==> src/rtl/instruction_encoder.sv <==
// Two-stage valid/ready encoder that packs decoded RV32 instruction fields back into 32-bit words.
// Stage 1 holds the validated fields and an error flag; stage 2 holds the packed word.
module instruction_encoder (
    input  logic        clk,
    input  logic        rst_n,
    input  logic        in_valid,
    output logic        in_ready,
    input  logic [6:0]  in_opcode,
    input  logic [1:0]  in_group,
    input  logic        in_specifier,
    input  logic [2:0]  in_funct3,
    input  logic [6:0]  in_funct7,
    input  logic [4:0]  in_rs1,
    input  logic [4:0]  in_rs2,
    input  logic [4:0]  in_rd,
    input  logic [20:0] in_imm20,
    output logic        out_valid,
    input  logic        out_ready,
    output logic [31:0] out_instr,
    output logic        out_err,
    output logic [15:0] enc_count,
    output logic [7:0]  err_count
);

    localparam logic [31:0] Nop = 32'h0000_0013;

    logic        s1_valid_q;
    logic [6:0]  s1_opcode_q;
    logic [1:0]  s1_group_q;
    logic        s1_spec_q;
    logic [2:0]  s1_funct3_q;
    logic [6:0]  s1_funct7_q;
    logic [4:0]  s1_rs1_q;
    logic [4:0]  s1_rs2_q;
    logic [4:0]  s1_rd_q;
    logic [20:0] s1_imm_q;
    logic        s1_err_q;

    logic        s2_valid_q;
    logic [31:0] s2_instr_q;
    logic        s2_err_q;

    logic [15:0] enc_count_q;
    logic [7:0]  err_count_q;

    logic        s1_adv;
    logic        s2_adv;
    logic        in_err;
    logic [31:0] packed_word;

    assign s2_adv   = !s2_valid_q || out_ready;
    assign s1_adv   = !s1_valid_q || s2_adv;
    assign in_ready = s1_adv;

    // Immediate legality: every bit above the format's range must replicate its sign bit.
    always_comb begin
        in_err = 1'b0;
        case (in_group)
            2'b01: in_err = in_specifier && (in_imm20[20:12] != {9{in_imm20[11]}});
            2'b10: begin
                if (in_specifier) begin
                    in_err = (in_imm20[20:13] != {8{in_imm20[12]}}) || in_imm20[0];
                end else begin
                    in_err = in_imm20[20:12] != {9{in_imm20[11]}};
                end
            end
            2'b11:   in_err = in_specifier ? in_imm20[0] : in_imm20[20];
            default: in_err = 1'b1;
        endcase
    end

    always_comb begin
        packed_word = Nop;
        if (!s1_err_q) begin
            case ({s1_group_q, s1_spec_q})
                3'b010: packed_word = {s1_funct7_q, s1_rs2_q, s1_rs1_q, s1_funct3_q, s1_rd_q,
                                       s1_opcode_q};
                3'b011: packed_word = {s1_imm_q[11:0], s1_rs1_q, s1_funct3_q, s1_rd_q,
                                       s1_opcode_q};
                3'b100: packed_word = {s1_imm_q[11:5], s1_rs2_q, s1_rs1_q, s1_funct3_q,
                                       s1_imm_q[4:0], s1_opcode_q};
                3'b101: packed_word = {s1_imm_q[12], s1_imm_q[10:5], s1_rs2_q, s1_rs1_q,
                                       s1_funct3_q, s1_imm_q[4:1], s1_imm_q[11], s1_opcode_q};
                3'b110: packed_word = {s1_imm_q[19:0], s1_rd_q, s1_opcode_q};
                3'b111: packed_word = {s1_imm_q[20], s1_imm_q[10:1], s1_imm_q[11],
                                       s1_imm_q[19:12], s1_rd_q, s1_opcode_q};
                default: packed_word = Nop;
            endcase
        end
    end

    always_ff @(posedge clk or negedge rst_n) begin
        if (!rst_n) begin
            s1_valid_q  <= 1'b0;
            s1_opcode_q <= '0;
            s1_group_q  <= '0;
            s1_spec_q   <= 1'b0;
            s1_funct3_q <= '0;
            s1_funct7_q <= '0;
            s1_rs1_q    <= '0;
            s1_rs2_q    <= '0;
            s1_rd_q     <= '0;
            s1_imm_q    <= '0;
            s1_err_q    <= 1'b0;
        end else if (s1_adv) begin
            s1_valid_q <= in_valid;
            if (in_valid) begin
                s1_opcode_q <= in_opcode;
                s1_group_q  <= in_group;
                s1_spec_q   <= in_specifier;
                s1_funct3_q <= in_funct3;
                s1_funct7_q <= in_funct7;
                s1_rs1_q    <= in_rs1;
                s1_rs2_q    <= in_rs2;
                s1_rd_q     <= in_rd;
                s1_imm_q    <= in_imm20;
                s1_err_q    <= in_err;
            end
        end
    end

    // The word only changes when a new one is loaded, so it stays stable under backpressure.
    always_ff @(posedge clk or negedge rst_n) begin
        if (!rst_n) begin
            s2_valid_q <= 1'b0;
            s2_instr_q <= '0;
            s2_err_q   <= 1'b0;
        end else if (s2_adv) begin
            s2_valid_q <= s1_valid_q;
            if (s1_valid_q) begin
                s2_instr_q <= packed_word;
                s2_err_q   <= s1_err_q;
            end
        end
    end

    always_ff @(posedge clk or negedge rst_n) begin
        if (!rst_n) begin
            enc_count_q <= '0;
            err_count_q <= '0;
        end else if (s2_valid_q && out_ready) begin
            enc_count_q <= enc_count_q + 16'd1;
            if (s2_err_q && (err_count_q != 8'hFF)) begin
                err_count_q <= err_count_q + 8'd1;
            end
        end
    end

    assign out_valid = s2_valid_q;
    assign out_instr = s2_instr_q;
    assign out_err   = s2_err_q;
    assign enc_count = enc_count_q;
    assign err_count = err_count_q;

endmodule

==> config.mk <==
export PLATFORM = sky130hd
export DESIGN_NAME = instruction_encoder
export DESIGN_NICKNAME = d
export VERILOG_FILES = /design/src/rtl/instruction_encoder.sv
export SDC_FILE = /design/constraint.sdc
export NUM_CORES = 1
export LEC_CHECK = 0
export ABC_AREA = 1
export BUFFER_PORTS_ARGS = -buffer_cell sky130_fd_sc_hd__buf_2
export CAP_MARGIN = 40
export CORE_MARGIN = 2
export CORE_UTILIZATION = 40
export CTS_CLUSTER_SIZE = 12
export DETAILED_ROUTE_END_ITERATION = 6
export PLACE_DENSITY_LB_ADDON = 0.3
export SLEW_MARGIN = 20
export SYNTH_ARGS = -nofsm -noshare
export SYNTH_HDL_FRONTEND = slang
export SYNTH_SLANG_ARGS = --single-unit
export TNS_END_PERCENT = 1
==> constraint.sdc <==
create_clock -name clk -period 2.44 [get_ports clk]
set_input_delay 0.366 -clock clk [delete_from_list [all_inputs] [get_ports clk]]
set_output_delay 0.366 -clock clk [all_outputs]
set_load 0.01 [all_outputs]
==> impl_metrics.ini <==
[global_route]
grt_use_met1 = 0.2709
use_met2 = 0.3006
gr-usage-met3 = 0.03958
grt_pass1_wl_mm = 21.52
antenna_found_initial = 0
grt_start_max_net_pins = 117
grt-ovfl-total = 0
first_global_vias = 4359
top_usage_layer = met2
gr-usage-all-layers = 0.1947

[flow_run]
maxCapViolations = 0

[critical_path]
r2r_start = s1_group_q[0]
cp.depth = 4
cp.required_ns = 2.78
crit_top_cell = nand2_1
worstSetupPathType = reg -> reg
cp_cell_sequence = nand3_1, o2111ai_1, nand2_1, nand2_1
arrival_ns = 2.28
cp-end-kind = register
cp_num_buf_inv = 0
r2r_end = out_instr[20]
cp_max_fo = 20
start_kind = register
critPathSlowestCell = nand3_1
max_stage_delay_ns = 0.61
r2r_cells = 4
critical_path.top_delay_family = simple AND/OR/NAND/NOR gates
r2r_slack_ns = 0.50

[power_and_ir_drop]
p_total_w = 0.006188
irDropWorstVdd_uv = 537.3
cellPowerDensity_mw_per_mm2 = 942.0
p_leak_nw = 3.466

[place]
port_buffers = 118
gp_congestion = 0.9398
dp_slack_ns = 0.5997
place_area_mm2 = 0.005988
place_hpwl_mm = 9.480

[synth]
synth_cell_types = 32
yosysSeqAreaShare = 0.5552
synth_cells = 604
syn-num-nets = 666
netlist_area_mm2 = 0.005229
synth_seq_cells = 116
yosysWarnings = 0
avgSynthCellArea_um2 = 8.657

[floorplanning]
die_w_um = 118.3
die_h_um = 118.3
coreArea_mm2 = 0.01267
rows = 41
die_area_mm2 = 0.01400
ioPinCount = 119
start_util = 0.4127

[clock_tree]
clk_pin_slew_ns = 0.05
clock_latency_ns = 0.40
clockBufferDepth = 2
holdBufCountCts = 0
cts-resized-gates = 0
cts_setup_buffers = 0
cts_root_buffer = clkbuf_16
cts_buffers = 17
h-tree-depth = 4
cts_tree = yes
clock-sinks = 116

[sta]
finalWorstSetupSlack_ns = 0.4983
max_freq_ghz = 0.5150
setup_viol = 0
rsz0062_at_grt = false
timing.final.hold_violations = 0
maxSlewViolCount = 0
period_share = 0.7958
finalSetupTns_ns = 0
min_period_ns = 1.942
skew_ns = 0.007932
tightest_slew_ns = 0.7530
max_slew_margin = 0.4966

[drt]
dr_total_vias = 4460
wire_per_inst_um = 14.70
vias_per_cell = 4.906
firstDrtPassIters = 5
first_iter_violations = 330
routed_wl_mm = 13.36
drc_errors = 0
route.antenna.remaining_nets = 0

[layout]
layout_common_cells = nand2_1 (218), buf_2 (117), dfrtp_1 (116), inv_1 (51), o21ai_0 (34)
antennaDiodeCount = 0
syn2layout_area_growth_pct = 25.63
design_area_mm2 = 0.006569
layout_commonest_cell = nand2_1
layout-drive-gt1-share = 0.2483
fin_nets = 786

[worst_hold_path]
hp-class = in -> async

[run_status]
status = finished, final reports clean
[routing by layer]
layer	vias to the layer above	wire (µm)
met5	-	0
met4	0	265
met3	24	733
met2	156	5972
met1	2106	6387
li1	2174	-
[through the flow]
stage | hold WS [ns] | instances | utilization
6_report | 0.000002609 | 909 | 0.5184
2_1_floorplan | 0.07041 | 604 | -
3_3_place_gp | 0.4636 | 877 | 0.4726
4_1_cts | 0.06965 | 909 | 0.5184
5_1_grt | 0.1025 | 909 | 0.5184
3_5_place_dp | 0.4608 | 877 | 0.4726
[area by class of cell]
type	instances	area, µm²
inverter	56	210.2
multi-input combinational	410	2004
fill	1209	6102
clock buffer	23	478.0
tap	172	215.2
sequential	116	2903
timing repair buffer	123	655.6
clock inverter	9	102.6
[sequential cells by signal, summed over array words and instances, names as in the netlist, 7 cells and up]
name	cells
enc_count	16
err_count	8
out_instr	32
s1_funct7_q	7
s1_imm_q	21
s1_opcode_q	7
[cells by family after synthesis]
logic type	after synthesis	share of synthesized area
flops	116	0.5552
simple gates	284	0.2276
fa+ha+maj	2	0.004785
buf+inv	78	0.06150
compound gates	104	0.1175
xor+xnor	20	0.03350
[cell usage after synthesis (all sizes together)]
cell       n  area, µm²
o22ai     10      62.56
nand4      2      12.51
ha         2      25.02
nand2    226      868.3
o2111ai    1      8.760
clkbuf     8      30.03
buf       14      81.32
xnor2      5      43.79
dfrtp    116       2903
or2        1      6.260
a22o       9      78.83
nand3     17      95.09
o211ai     1      7.510
inv       56      210.2
nor3       8      56.31
o22a       3      26.28
nand3b     1      7.510
o21ai     59      295.3
a21oi     21      135.1
xor2      15      131.4
nor2      29      143.9
[power breakdown]
group / internal [W] / switching, W
Combinational: 0.000458 / 0.000741
Clock: 0.00158 / 0.000852
Sequential: 0.00226 / 0.000300
Total: 0.00429 / 0.00189
[how the worst max path moves through the flow]
stage | slack [ns] | start | to
3_3_place_gp | 0.64 | s1_group_q[0] | out_instr[20]
6_report | 0.50 | s1_group_q[0] | out_instr[20]
5_1_grt | 0.32 | s1_group_q[0] | out_instr[20]
2_1_floorplan | 1.01 | enc_count[1] | enc_count[14]
4_1_cts | 0.57 | s1_group_q[0] | out_instr[20]
3_5_place_dp | 0.60 | s1_group_q[0] | out_instr[29]
Power figures use the tool's default switching activity.
